**config.mk**
```make
export PLATFORM = sky130hd
export DESIGN_NAME = tff_counter_ctrl
export DESIGN_NICKNAME = d
export VERILOG_FILES = /design/src/rtl/tff_counter_ctrl.sv
export SDC_FILE = /design/constraint.sdc
export NUM_CORES = 1
export LEC_CHECK = 0
export CORE_MARGIN = 4
export CORE_UTILIZATION = 36
export CTS_CLUSTER_DIAMETER = 30
export DETAILED_ROUTE_END_ITERATION = 10
export PLACE_DENSITY_LB_ADDON = 0.15
export SETUP_SLACK_MARGIN = 0.5
export SLEW_MARGIN = 20
export SYNTH_ARGS = -nofsm -noshare
export SYNTH_HDL_FRONTEND = slang
export SYNTH_SLANG_ARGS = --single-unit
```
**constraint.sdc**
```tcl
create_clock -name CLK -period 2.15 [get_ports CLK]
set_input_delay 0.645 -clock CLK [delete_from_list [all_inputs] [get_ports CLK]]
set_output_delay 0.645 -clock CLK [all_outputs]
set_load 0.01 [all_outputs]
```
**src/rtl/tff_counter_ctrl.sv**
```systemverilog
// -----------------------------------------------------------------------------
// tff_counter_ctrl
//
// Control stage for a chain of falling-edge T flip-flops with asynchronous
// per-bit CLR/PRESET. The pair forms a presettable up/down modulo counter that
// counts 0..MAX. This block looks at the chain's Q vector, decides which bits
// must toggle on the next falling edge, and sequences parallel loads by holding
// per-bit clear/preset for one cycle.
//
// All state changes on the rising edge of CLK. The toggle enables are
// therefore stable for half a cycle before the chain samples them on the
// falling edge.
//
// Parameters
//   WIDTH       number of T stages driven
//   MAX         terminal value, MAX <= 2**WIDTH-1
//
// Ports
//   CLK         system clock; rising edge here, falling edge in the chain
//   CLR         synchronous active-high reset
//   EN          count enable, honoured only while running
//   UP          count direction, 1 = up, 0 = down
//   LOAD_VALID  load request
//   LOAD_VAL    value to load, clamped to MAX
//   LOAD_READY  high while running (a load can be accepted)
//   Q_FB        Q vector fed back from the chain
//   T_OUT       per-bit toggle enables to the chain (combinational)
//   CLR_OUT     per-bit asynchronous clear to the chain (registered)
//   PRESET_OUT  per-bit asynchronous preset to the chain (registered)
//   TC          terminal count, high in the cycle whose falling edge wraps
//   COUNT_VALID high while running; Q_FB holds a legal count
// -----------------------------------------------------------------------------
module tff_counter_ctrl #(
    parameter int WIDTH = 4,
    parameter int MAX   = 9
) (
    input  logic             CLK,
    input  logic             CLR,
    input  logic             EN,
    input  logic             UP,
    input  logic             LOAD_VALID,
    input  logic [WIDTH-1:0] LOAD_VAL,
    output logic             LOAD_READY,
    input  logic [WIDTH-1:0] Q_FB,
    output logic [WIDTH-1:0] T_OUT,
    output logic [WIDTH-1:0] CLR_OUT,
    output logic [WIDTH-1:0] PRESET_OUT,
    output logic             TC,
    output logic             COUNT_VALID
);

    localparam logic [WIDTH-1:0] MAX_V  = WIDTH'(MAX);
    localparam logic [WIDTH-1:0] ZERO_V = {WIDTH{1'b0}};
    localparam logic [WIDTH-1:0] ONES_V = {WIDTH{1'b1}};
    localparam logic [WIDTH-1:0] ONE_V  = {{(WIDTH-1){1'b0}}, 1'b1};

    typedef enum logic [1:0] {
        ST_CLEAR  = 2'd0,
        ST_LOAD   = 2'd1,
        ST_SETTLE = 2'd2,
        ST_RUN    = 2'd3
    } state_t;

    state_t           state_r;
    logic [WIDTH-1:0] clr_out_r;
    logic [WIDTH-1:0] preset_out_r;
    logic             load_ready_r;
    logic             count_valid_r;

    logic [WIDTH-1:0] load_clamped_s;
    logic [WIDTH-1:0] next_val_s;
    logic             run_s;
    logic [WIDTH-1:0] t_out_s;
    logic             tc_s;

    // Successor of q in the 0..MAX ring. Anything above MAX is treated as
    // corrupt and recovers to the value the direction would wrap to.
    function automatic logic [WIDTH-1:0] next_value(
        input logic [WIDTH-1:0] q,
        input logic             up
    );
        logic [WIDTH-1:0] nv;
        if (up) begin
            if (q >= MAX_V) begin
                nv = ZERO_V;
            end else begin
                nv = q + ONE_V;
            end
        end else begin
            if ((q == ZERO_V) || (q > MAX_V)) begin
                nv = MAX_V;
            end else begin
                nv = q - ONE_V;
            end
        end
        return nv;
    endfunction

    // Load values above MAX would put the chain outside the count ring.
    function automatic logic [WIDTH-1:0] clamp_load(input logic [WIDTH-1:0] v);
        logic [WIDTH-1:0] c;
        if (v > MAX_V) begin
            c = MAX_V;
        end else begin
            c = v;
        end
        return c;
    endfunction

    // Terminal count only for in-range wrap points; a corrupt Q does not count.
    function automatic logic is_terminal(
        input logic [WIDTH-1:0] q,
        input logic             up
    );
        logic hit;
        if (up) begin
            hit = (q == MAX_V);
        end else begin
            hit = (q == ZERO_V);
        end
        return hit;
    endfunction

    assign load_clamped_s = clamp_load(LOAD_VAL);

    // Sequencer: state, registered clear/preset strobes and status flags.
    always_ff @(posedge CLK) begin
        if (CLR) begin
            state_r       <= ST_CLEAR;
            clr_out_r     <= ONES_V;
            preset_out_r  <= ZERO_V;
            load_ready_r  <= 1'b0;
            count_valid_r <= 1'b0;
        end else begin
            case (state_r)
                ST_CLEAR: begin
                    state_r       <= ST_SETTLE;
                    clr_out_r     <= ZERO_V;
                    preset_out_r  <= ZERO_V;
                    load_ready_r  <= 1'b0;
                    count_valid_r <= 1'b0;
                end
                ST_SETTLE: begin
                    state_r       <= ST_RUN;
                    clr_out_r     <= ZERO_V;
                    preset_out_r  <= ZERO_V;
                    load_ready_r  <= 1'b1;
                    count_valid_r <= 1'b1;
                end
                ST_RUN: begin
                    if (LOAD_VALID) begin
                        // Complementary strobes: every bit is forced exactly
                        // one way, and no bit ever sees clear and preset at once.
                        state_r       <= ST_LOAD;
                        clr_out_r     <= ~load_clamped_s;
                        preset_out_r  <= load_clamped_s;
                        load_ready_r  <= 1'b0;
                        count_valid_r <= 1'b0;
                    end else begin
                        state_r       <= ST_RUN;
                        clr_out_r     <= ZERO_V;
                        preset_out_r  <= ZERO_V;
                        load_ready_r  <= 1'b1;
                        count_valid_r <= 1'b1;
                    end
                end
                ST_LOAD: begin
                    state_r       <= ST_SETTLE;
                    clr_out_r     <= ZERO_V;
                    preset_out_r  <= ZERO_V;
                    load_ready_r  <= 1'b0;
                    count_valid_r <= 1'b0;
                end
                default: begin
                    state_r       <= ST_CLEAR;
                    clr_out_r     <= ONES_V;
                    preset_out_r  <= ZERO_V;
                    load_ready_r  <= 1'b0;
                    count_valid_r <= 1'b0;
                end
            endcase
        end
    end

    // Toggle enables and terminal count, derived from the live chain state.
    always_comb begin
        run_s      = (state_r == ST_RUN);
        next_val_s = next_value(Q_FB, UP);
        t_out_s    = ZERO_V;
        tc_s       = 1'b0;
        if (run_s && EN) begin
            // Flipping exactly the differing bits lands the chain on next_val_s.
            t_out_s = Q_FB ^ next_val_s;
            tc_s    = is_terminal(Q_FB, UP);
        end else begin
            t_out_s = ZERO_V;
            tc_s    = 1'b0;
        end
    end

    assign T_OUT       = t_out_s;
    assign TC          = tc_s;
    assign CLR_OUT     = clr_out_r;
    assign PRESET_OUT  = preset_out_r;
    assign LOAD_READY  = load_ready_r;
    assign COUNT_VALID = count_valid_r;

endmodule

```
## After elaboration in Yosys (flattened, before gate mapping)

Index checks and enable logic that the tools add are counted.

| cells by class | value |
|---|---|
| $add $sub $neg | 2 |
| order comparisons | 3 |
| equality and inequality tests | 4 |
| muxes and demuxes | 15 |
| bitwise logic cells | 2 |
| reductions and logical operators | 6 |

Operator list:

| kind | number |
|---|---|
| two-way mux 4 bit | 7 |
| one-hot mux 4 bit (2 select lines) | 2 |
| > comparator 4 bit, second input constant | 2 |
| one-hot mux 2 bit (3 select lines) | 1 |
| adder 4 x 1 -> 4 bit, second input constant | 1 |
| equality test 2 bit, second input constant | 2 |
| equality test 4 bit, second input constant | 1 |
| greater-or-equal comparator 4 bit, second input constant | 1 |
| zero test 4 bit | 1 |
| NOT 4 bit | 1 |
| subtractor 4 x 1 -> 4 bit, second input constant | 1 |
| XOR 4 bit | 1 |
| two-way mux 1 bit | 3 |
| one-hot mux 1 bit (3 select lines) | 1 |
| OR reduction 3 bit | 1 |
| equality test 2 x 1 -> 1 bit, second input constant | 1 |
| zero test 2 bit | 1 |
| two-way mux 2 bit | 1 |
| OR reduction 2 bit | 1 |
| logical AND 1 bit | 1 |
| logical OR 1 bit | 1 |

| word-level totals | value |
|---|---|
| register bits | 11 |
| input port bits | 13 |
| output and inout port bits | 15 |
| word-level logic and storage cells | 36 |

## Depth between registers and ports, before layout

Gate-level depths: netlist (run 1).

| depth | value |
|---|---|
| depth in word-level cells | 6 |
| gate-level depth with buffers | 6 |
| mapped depth without buffers | 6 |

## Worst setup path before layout (run 1)

OpenSTA, ideal clock, no wires.

| timing | value |
|---|---|
| path kind | input port to output port |
| from | input port Q_FB[1] |
| to | output port T_OUT[0] |
| arrival | 1.662 ns |
| required time | 1.505 ns |
| slack | -0.157 ns |
| cell stages on the path | 6 |
| path buffers | 0 |
| cell sequence | inv_1 ha_1 nor2_1 o21ai_2 o21ai_0 a311oi_1 |

| on the way | value |
|---|---|
| longest elaborated chain between the ends | 6 |
| elaborated cells on any way between the ends | 9 |
| those cells by class | order compare (2); mux (4); bitwise (1); reduce/logical (2) |

RTL lines:

| item | line | source |
|---|---|---|
| from (decl) | 44 | `input logic [WIDTH-1:0] Q_FB,` |
| > comparator 4 bit / zero test 4 bit (equally long branches) | 90 | `if ((q == ZERO_V) \|\| (q > MAX_V)) begin` |
| logical OR 1 bit | 90 |  |
| two-way mux 4 bit | 90 |  |
| two-way mux 4 bit (*) | 83 | `if (up) begin` |
| XOR 4 bit (*) | 193 | `t_out_s = Q_FB ^ next_val_s;` |
| two-way mux 4 bit (*) | 191 | `if (run_s && EN) begin` |
| to (decl) | 45 | `output logic [WIDTH-1:0] T_OUT,` |

Every way passes the cells marked *; elsewhere a longest branch is shown, timed or not.

## Worst setup path in the final report (run 1)

| timing | value |
|---|---|
| from | input port Q_FB[1] |
| to | output port T_OUT[1] |

| on the way | value |
|---|---|
| longest elaborated chain between the ends | 6 |
| elaborated cells on any way between the ends | 11 |
| those cells by class | add/sub (2); order compare (2); mux (4); bitwise (1); reduce/logical (2) |

RTL lines:

| item | line |
|---|---|
| > comparator 4 bit / zero test 4 bit (equally long branches) | 90 |
| logical OR 1 bit | 90 |
| two-way mux 4 bit | 90 |
| two-way mux 4 bit | 83 |
| XOR 4 bit (*) | 193 |
| two-way mux 4 bit (*) | 191 |

Marks and branches as above.

==> results of run 1 <==
-- layout by cell type, fill, tap and decap left out, drive strengths merged --
| cell | Yosys | final |
|---|---|---|
| buf | 3 | 26 |
| dlygate4sd2 | 0 | 12 |
| dfxtp | 11 | 11 |
| clkdlybuf4s50 | 0 | 6 |
| o21ai | 5 | 5 |
| inv | 5 | 5 |
| nor2 | 5 | 5 |
| a21oi | 4 | 4 |
| nor3 | 4 | 4 |
| nor3b | 4 | 4 |
| clkbuf | 1 | 4 |
| nor2b | 3 | 3 |
| o21bai | 3 | 3 |
| nand3 | 3 | 3 |
| ha | 3 | 3 |
| a31oi | 2 | 2 |
| a311oi | 2 | 2 |
| and2 | 1 | 1 |
| nand2 | 1 | 1 |
| or2 | 1 | 1 |
| o22ai | 1 | 1 |
| a211oi | 1 | 1 |
| a31o | 1 | 1 |
| nand2b | 1 | 1 |
| o31ai | 1 | 1 |
| a21boi | 1 | 1 |
| o21a | 1 | 1 |
| a41o | 1 | 1 |
| clkdlybuf4s15 | 0 | 1 |
-- power by group through the flow --
stage	clock (mW)	combinational (mW)	sequential, mW
after floorplan	0	0.0568	0.225
final	0.140	0.154	0.216
after detailed placement	0	0.132	0.220
after CTS	0.141	0.148	0.216
after global placement	0	0.131	0.220
after global routing	0.159	0.166	0.217
-- flip-flops by register name, summed over array words and instances (netlist names) --
| name | cells |
|---|---|
| state_r | 2 |
| CLR_OUT | 4 |
| PRESET_OUT | 4 |
| COUNT_VALID | 1 |
-- worst max-delay path, delay by kind of cell --
family	cells	cell delay [ns]
compound gates	3	0.41
buf+inv	3	0.29
simple gates	1	0.21
fa+ha+maj	1	0.19
-- logic make-up after synthesis --
family,count (synthesis),synth area share [%]
AOI/OAI and AO/OA,23,27.9
and+or+nand+nor,23,21.9
DFF,11,35.6
buffers and inverters,9,8.50
adders and majority gates,3,6.07
-- per-layer routing --
layer	wire length, um	track usage, %	vias up
li1	-	-	338
met1	686	16.1	310
met2	953	27.5	18
met3	109	6.12	2
met4	19	4.61	0
met5	0	0	-
-- how the worst min path moves through the flow --
stage | start | cells after the start | end
floorplan | state_r[0]$_SDFF_PP0_ | 1 | COUNT_VALID$_SDFF_PP0_
global placement | state_r[0]$_SDFF_PP0_ | 2 | COUNT_VALID$_SDFF_PP0_
detailed placement | state_r[0]$_SDFF_PP0_ | 2 | COUNT_VALID$_SDFF_PP0_
CTS | state_r[0]$_SDFF_PP0_ | 2 | COUNT_VALID$_SDFF_PP0_
global route | state_r[0]$_SDFF_PP0_ | 2 | COUNT_VALID$_SDFF_PP0_
finish | state_r[0]$_SDFF_PP0_ | 2 | COUNT_VALID$_SDFF_PP0_
-- stage by stage --
stage / std cells / hold slack [ns] / util [%] / cell area [um^2] / setup TNS (ns)
after floorplan: 69 / 0.468 / - / 664 / -0.0494
after global placement: 122 / 0.556 / 65.8 / 1030 / -5.71
after detailed placement: 122 / 0.570 / 65.8 / 1030 / -5.80
after CTS: 130 / 0.623 / 71.5 / 1110 / -0.731
after global routing: 130 / 0.645 / 73.0 / 1140 / -1.01
final: 130 / 0.614 / 73.0 / 1140 / -0.683
-- cell type report --
cell class | instances | share of cell area [%]
Clock buffer | 4 | 2.31
Inverter | 5 | 2.97
Multi-Input combinational cell | 49 | 40.3
Sequential cell | 11 | 19.4
Tap cell | 16 | 1.76
Timing Repair Buffer | 45 | 33.3
-- repair_timing --
action	CTS	global route
resized for setup	70	8
pin swaps	9	2
setup endpoints to repair	15	5
buffers inserted	4	0
==> metrics.md, run 1 <==
| Metric | Value |
|---|---|
| Critical Path, Cell by Cell | buf_12 > inv_12 > ha_4 > or2_0 > o22ai_2 > a211oi_2 > a31o_1 > buf_2 |
| Largest net degree at the start of global routing | 11 |
| Filler Cells Inserted | 138 |
| Via count | 668 |
| Die area | 2440 um^2 |
| Initial antenna violation count | 0 |
| Sequential-to-total area share from yosys stat | 35.6% |
| Register area | 220 um^2 |
| Largest cells by area after synthesis | dfxtp_1 36%, ha_1 6.1%, buf_6 3.6%, nor3b_1 3.6%, o21bai_1 3.6% |
| FFs w/ async S/R, synth | 0% |
| FF+latch count, synth | 11 |
| Nets | 131 |
| Design Power | 0.510 mW |
| Clock group share of total power | 27.5% |
| CTS tree | built |
| FF-to-FF path depth | 3 |
| Post-synth top area share | 35.6% |
| Clock transition at path regs | 0.06 ns |
| Critical Path Sink | T_OUT[1] |
| FF-to-FF Start | state_r[1]$_SDFF_PP0_ |
| Mapped cell area | 618 um^2 |
| Routed wire length | 1770 um |
| Fin worst setup slack | -0.245 ns |
| Number of remaining DRC errors | 0 |
| Syn_area_per_cell | 8.96 um^2 |
| Netlist cell types | 31 |
| Clock Skew | 0.00546 ns |
| Worst-Skew Late Latency | 0.27 ns |
| FP Rows | 14 |
| Cells after synthesis | 69 |
| Hold crit path type | register to register |
| Worst Path Class, Setup | input port to primary output |
| Area of the multi-input gates | 458 um^2 |
| Initial Utilization | 39.6% |
| Routed WL per cell | 13.6 um |
| Sequential share of power | 42.3% |
| Failing checks | negative setup slack |
| CP Capture Type | primary output |
| Switching portion of total power | 28.2% |
| CTS Buf Count | 3 |
| Origin of the worst setup path | Q_FB[1] |
| Cell taking the most area after synthesis | dfxtp_1 |
| RSZ-0062 raised after global routing | yes |
| PwrDens | 448 nW/um^2 |
| Clk buf depth | 2 |
| # port buffers | 27 |
| First-pass GRT wire length | 2890 um |
| CP required | 1.50 ns |
| Maximum vdd drop | 0.356 mV |
| H-tree levels | 1 |
| Logic gate share of total power | 30.1% |
| Die Width | 49.4 um |
| Synth Net Count | 85 |
| GR Util All Layers | 15.2% |
| Commonest cells post-synth | 11 x dfxtp_1, 5 x inv_1, 5 x nor2_1 |
| Final period utilization | 111% |
| Vias in the first global route | 670 |
| Ys flop type | dfxtp_1 |
| Net switching power | 0.144 mW |
| Crit path largest cell delay | 0.21 ns |
| Antenna Cells | 0 |
| Layout cells sized above 1 | 49.1% |
| Least-Margin Pin Slew | 0.311 ns |
| Status | finished with violations |
| Routed Antenna Nets | 0 |
| Vias per cell | 5.14 |
| Slowest cell on crit path | or2_0 |
| Core Region | 1560 um^2 |
| CTS root buf | clkbuf_4 |
| DR pass1 iterations | 4 |
| Post-DP HPWL | 1310 um |
| Setup crit start kind | input port |
| Syn. warnings | 0 |
| Reg-to-reg critical path endpoint | PRESET_OUT[3]$_SDFF_PP0_ |
| Total congestion overflow | 0 |
| Rel. slew slack | 79.2% |
| Internal power | 0.366 mW |
| Worst reg-to-reg setup slack | 1.05 ns |
| Die height | 49.4 um |
| CP arrival | 1.75 ns |
| Post-synth EDFFs | 0 |
| Count of final setup violators | 5 |
| Crit path time final | 2.40 ns |
| Fmax | 418 MHz |
| Hold buffer count at cts | 0 |
| Ports | 28 |
| Crit path max fanout | 3 |
| Initial detailed-routing violation count | 5 |
| Synth-to-Final Area Change | 84.0% |
| Clock sink count | 11 |
| Gpl congestion | 0.868 |
| Max cap viols | 0 |
| Leak | 0.492 nW |
| Post-Place Worst Slack | -1.25 ns |
| Final hold violation count | 0 |
| Max-slew violation count | 0 |
| Most common cell in the netlist | dfxtp_1 |
Note: power is estimated with default switching activity, not from simulation.
==> inputs of run 2 (changes only) <==
--- a/config.mk
+++ b/config.mk
@@ -9,6 +9,7 @@
 export CORE_UTILIZATION = 36
 export CTS_CLUSTER_DIAMETER = 30
 export DETAILED_ROUTE_END_ITERATION = 10
+export MAX_ROUTING_LAYER = met4
 export PLACE_DENSITY_LB_ADDON = 0.15
 export SETUP_SLACK_MARGIN = 0.5
 export SLEW_MARGIN = 20
==> run 2 against run 1 <==
  * The flow still finishes with violations (negative setup slack)
  * Combinational power about the same
  * Clock-buffer cell count is the same
  * Clock skew down 0.0035 ns
  * Worst hold slack improved by 0.0054 ns
  * Final area down 0.77%
  * Sequential share of layout area grew 0.15 points
  * Worst setup slack improved by 0.013 ns
  * First-iteration DRC count up 20%
  * Critical path depth up 1
  * Non-clock buffer count is 1 lower
  * Clock power shrank 5%
  * Die area stayed put
==> metrics.md, run 2 (synthesis gave the netlist of run 1 again) <==
| Metric | Value |
|---|---|
| Final Util | 72.4% |
| Critical Path Sink | T_OUT[1] |
| Post-DP HPWL | 1260 um |
| Maximum vdd drop | 0.495 mV |
| Status | finished with violations |
| Largest net degree at the start of global routing | 11 |
| FP Rows | 14 |
| Fin worst setup slack | -0.232 ns |
| Leak | 0.486 nW |
| Setup crit start kind | input port |
| Failing checks | negative setup slack |
| Core Region | 1560 um^2 |
| Vias in the first global route | 619 |
| Worst-Skew Late Latency | 0.26 ns |
| Routed Antenna Nets | 0 |
| Worst Path Class, Setup | input port to primary output |
| Initial Utilization | 39.6% |
| Post-Place Worst Slack | -1.23 ns |
| Vias per cell | 5.11 |
| FF-to-FF path depth | 3 |
| CP arrival | 1.74 ns |
| # port buffers | 27 |
| Layout cells sized above 1 | 48.7% |
| Min Hold Slack | 0.620 ns |
| Fmax | 420 MHz |
| Fin area | 1130 um^2 |
| Routed WL per cell | 13.2 um |
| CP required | 1.50 ns |
| Non-filler cells, final | 129 |
| RSZ-0062 raised after global routing | yes |
| Crit path time final | 2.38 ns |
| CTS Buf Count | 3 |
| Die area | 2440 um^2 |
| Clock sink count | 11 |
| Reg-to-reg critical path endpoint | PRESET_OUT[3]$_SDFF_PP0_ |
| Most frequent cells in the layout | 13 x buf_4, 12 x dlygate4sd2_1, 11 x dfxtp_1 |
| Crit path largest cell delay | 0.17 ns |
| Critical path buffers and inverters | 4 |
| CP Capture Type | primary output |
| GR Util All Layers | 14.2% |
| Max-slew violation count | 0 |
| CTS tree | built |
| CTS root buf | clkbuf_4 |
| Ports | 28 |
| Initial antenna violation count | 0 |
| Routed wire length | 1700 um |
| Number of remaining DRC errors | 0 |
| Antenna Cells | 0 |
| Least-Margin Pin Slew | 0.326 ns |
| Die Width | 49.4 um |
| Clock Skew | 0.00198 ns |
| PwrDens | 443 nW/um^2 |
| Design Power | 0.500 mW |
| Gpl congestion | 0.894 |
| Worst reg-to-reg setup slack | 1.09 ns |
| Final hold violation count | 0 |
| Final period utilization | 111% |
| Initial detailed-routing violation count | 6 |
| Nets | 130 |
| Filler Cells Inserted | 119 |
| Hold crit path type | register to register |
| Count of final setup violators | 5 |
| Crit path max-delay family | buffers and inverters |
| First-pass GRT wire length | 2650 um |
| Crit path max fanout | 4 |
| Rel. slew slack | 78.2% |
| Clk buf depth | 2 |
| Commonest non-fill, non-tap cell in the layout | buf_4 |
| Slowest cell on crit path | ha_4 |
| Total congestion overflow | 0 |
| Placed standard-cell area | 1020 um^2 |
| Max cap viols | 0 |
| Dpl cells | 121 |
| Critical Path, Cell by Cell | buf_12 > inv_12 > ha_4 > nor2_2 > o21ai_2 > buf_4 > a211oi_2 > a31o_1 > buf_2 |
| H-tree levels | 1 |
| Die height | 49.4 um |
| Clock transition at path regs | 0.06 ns |
| DR pass1 iterations | 4 |
| Origin of the worst setup path | Q_FB[1] |
| Levels on crit path | 9 |
| Synth-to-Final Area Change | 82.6% |
| TNS Setup | -0.819 ns |
| Via count | 659 |
| FF-to-FF Start | state_r[1]$_SDFF_PP0_ |
==> run 2: changes by cell type in the layout (fill, tap and decap cells not counted), sizes merged <==
cell,previous run,this run
clkdlybuf4s15,1,0
==> run 2: metal layers <==
layer / GRT usage, % / vias up / share of wire, %
met5: - / - / 0
met4: 3.23 / 0 / 0
met3: 5.20 / 0 / 6.1
met2: 22.5 / 23 / 50
met1: 17.3 / 301 / 44
li1: - / 335 / -
==> run 2: timing repair <==
action,CTS,global route
hold buffers,0,0
setup buffers,1,3
gates resized for setup,70,13
pin swaps,12,9
endpoints found under the setup margin,15,5
==> run 2: report_power, final <==
part	leakage, nW	total, mW	switching, mW	internal [mW]
combinational	0.380	0.151	0.0702	0.0808
sequential	0.0911	0.216	0.00357	0.212
clock	0.0150	0.133	0.0617	0.0717
==> run 2: worst min-delay path: stages (launching register included) <==
cell and delay [ns]:
dfxtp_1 0.37, buf_4 0.14, a21boi_1 0.06
==> run 2: worst min-delay path by stage <==
stage | from | to | slack, ns | cells past startpoint
5_1_grt | state_r[0]$_SDFF_PP0_ | COUNT_VALID$_SDFF_PP0_ | 0.65 | 2
3_5_place_dp | state_r[0]$_SDFF_PP0_ | COUNT_VALID$_SDFF_PP0_ | 0.57 | 2
3_3_place_gp | state_r[0]$_SDFF_PP0_ | COUNT_VALID$_SDFF_PP0_ | 0.56 | 2
4_1_cts | state_r[0]$_SDFF_PP0_ | COUNT_VALID$_SDFF_PP0_ | 0.62 | 2
6_report | state_r[0]$_SDFF_PP0_ | COUNT_VALID$_SDFF_PP0_ | 0.62 | 2
2_1_floorplan | state_r[0]$_SDFF_PP0_ | COUNT_VALID$_SDFF_PP0_ | 0.47 | 1
==> run 2: layout make-up <==
cell class | instances | area [um^2] | area share [%]
inverter | 5 | 33.8 | 2.99
clock buffer | 4 | 26.3 | 2.33
tap | 16 | 20.0 | 1.77
multi-input combinational | 49 | 450 | 39.9
sequential | 11 | 220 | 19.5
timing repair buffer | 44 | 378 | 33.5
==> inputs of run 3 (changes only) <==
--- a/config.mk
+++ b/config.mk
@@ -9,6 +9,7 @@
 export CORE_UTILIZATION = 36
 export CTS_CLUSTER_DIAMETER = 30
 export DETAILED_ROUTE_END_ITERATION = 10
+export GPL_TIMING_DRIVEN = 0
 export MAX_ROUTING_LAYER = met4
 export PLACE_DENSITY_LB_ADDON = 0.15
 export SETUP_SLACK_MARGIN = 0.5
==> run 3 against run 2 <==
  * The flow still finishes with violations (negative setup slack)
  * Wire length is 4.6% higher
  * Sequential cell count stayed put
  * Die area stayed put
  * Non-clock buffer count is 8 lower
  * Register-to-register slack hardly changed
  * Clock skew is 0.0015 ns higher
  * Sequential share of layout area is 0.26 points higher
  * Worst setup slack worse by 0.026 ns
  * Worst hold slack worse by 0.078 ns
  * Global-route usage is 0.72 points lower
  * Critical path type unchanged
  * Largest cell class unchanged
==> metrics.md, run 3 (synthesis gave the netlist of run 1 again) <==
| Metric | Value |
|---|---|
| Largest net degree at the start of global routing | 11 |
| Max-slew violation count | 0 |
| Clock Skew | 0.00345 ns |
| Fmax | 415 MHz |
| Total congestion overflow | 0 |
| Ports | 28 |
| Clk buf depth | 2 |
| # port buffers | 24 |
| Least-Margin Pin Slew | 0.373 ns |
| Commonest non-fill, non-tap cell in the layout | dfxtp_1 |
| Die height | 49.4 um |
| Vias per cell | 5.35 |
| Clock group share of total power | 28.2% |
| Layout cells sized above 1 | 46.7% |
| CP arrival | 1.76 ns |
| Synth-to-Final Area Change | 80.2% |
| Die area | 2440 um^2 |
| Status | finished with violations |
| First-pass GRT wire length | 2470 um |
| Routed wire length | 1780 um |
| Final hold violation count | 0 |
| CTS tree | built |
| H-tree levels | 1 |
| Max cap viols | 0 |
| Post-DP HPWL | 1140 um |
| Design Power | 0.510 mW |
| Worst reg-to-reg setup slack | 1.10 ns |
| Maximum vdd drop | 0.462 mV |
| GR Util All Layers | 13.5% |
| Vias in the first global route | 561 |
| Initial Utilization | 39.6% |
| CP Capture Type | primary output |
| CP required | 1.50 ns |
| Routed Antenna Nets | 0 |
| Antenna Cells | 0 |
| Leak | 0.456 nW |
| Most frequent cells in the layout | 11 x dfxtp_1, 10 x dlygate4sd2_1, 7 x buf_4 |
| PwrDens | 458 nW/um^2 |
| RSZ-0062 raised after global routing | yes |
| Gpl congestion | 0.875 |
| FP Rows | 14 |
| Routed WL per cell | 14.7 um |
| Clock sink count | 11 |
| Hold buffer count at cts | 0 |
| CTS root buf | clkbuf_4 |
| Placed standard-cell area | 925 um^2 |
| Net switching power | 0.148 mW |
| Crit path time final | 2.41 ns |
| Setup crit start kind | input port |
| Clock transition at path regs | 0.07 ns |
| DR pass1 iterations | 4 |
| Logic gate share of total power | 29.2% |
| Fin area | 1110 um^2 |
| Rel. slew slack | 75.2% |
| Core Region | 1560 um^2 |
| CTS Buf Count | 3 |
| TNS Setup | -0.966 ns |
| Switching portion of total power | 28.9% |
| Worst Path Class, Setup | input port to primary output |
| Worst-Skew Late Latency | 0.28 ns |
| Via count | 647 |
| Sequential share of power | 42.7% |
| Hold crit path type | register to register |
| Die Width | 49.4 um |
| Internal power | 0.362 mW |
| Fin worst setup slack | -0.258 ns |
| Failing checks | negative setup slack |
| Nets | 122 |
| Min Hold Slack | 0.541 ns |
| Initial detailed-routing violation count | 8 |
| Final period utilization | 112% |
| Number of remaining DRC errors | 0 |
| Crit path max fanout | 3 |
| Initial antenna violation count | 0 |
| Count of final setup violators | 5 |
==> run 3: power groups by stage <==
stage,Sequential [mW],Combinational (mW),Clock (mW)
after global routing,0.219,0.160,0.161
after CTS,0.218,0.133,0.142
final,0.218,0.149,0.144
after detailed placement,0.222,0.112,0
after global placement,0.222,0.110,0
after floorplan,0.225,0.0568,0
==> run 3: per-layer routing <==
layer / GRT usage [%] / wire length, um / vias up
met1: 13.7 / 704 / 308
met4: 3.69 / 16 / 0
met3: 5.50 / 94 / 2
li1: - / - / 322
met2: 23.9 / 966 / 15
met5: - / 0 / -
==> run 3: layout make-up <==
type,count,area [um^2]
buffer,4,33.8
fill,118,445
inverter,5,36.3
multi-input combinational,49,477
tap,16,20.0
timing repair buffer,32,300
sequential,11,220
clock buffer,4,26.3
==> run 3: what timing repair did <==
item / 4_1_cts / 5_1_grt
setup buffers: 6 / 2
resized for setup: 68 / 10
endpoints found under the setup margin: 15 / 6
pin swaps: 10 / 8
==> run 3: stage by stage <==
step                      utilization, %  instances  setup WS, ns
after global placement              59.3        109         -1.34
after floorplan                        -         69       -0.0293
after CTS                           67.8        119        -0.243
after detailed placement            59.3        109         -1.34
after global routing                71.4        121        -0.304
final                               71.4        121        -0.258
==> run 3: worst max-delay path, cell delays in order <==
cell      delay [ns]
buf_12          0.11
inv_12          0.05
ha_4            0.19
or2_0           0.21
o22ai_2         0.16
a211oi_2        0.08
a31o_1          0.18
buf_2           0.13
==> run 3: path summary, 6_finish.rpt <==
| check | from | end | cells past startpoint |
|---|---|---|---|
| worst max-delay path | Q_FB[1] | T_OUT[1] | 8 |
| worst min-delay path | state_r[0]$_SDFF_PP0_ | state_r[1]$_SDFF_PP0_ | 1 |
| worst max register to register | state_r[1]$_SDFF_PP0_ | PRESET_OUT[3]$_SDFF_PP0_ | 2 |
| worst min register to register | state_r[0]$_SDFF_PP0_ | state_r[1]$_SDFF_PP0_ | 1 |
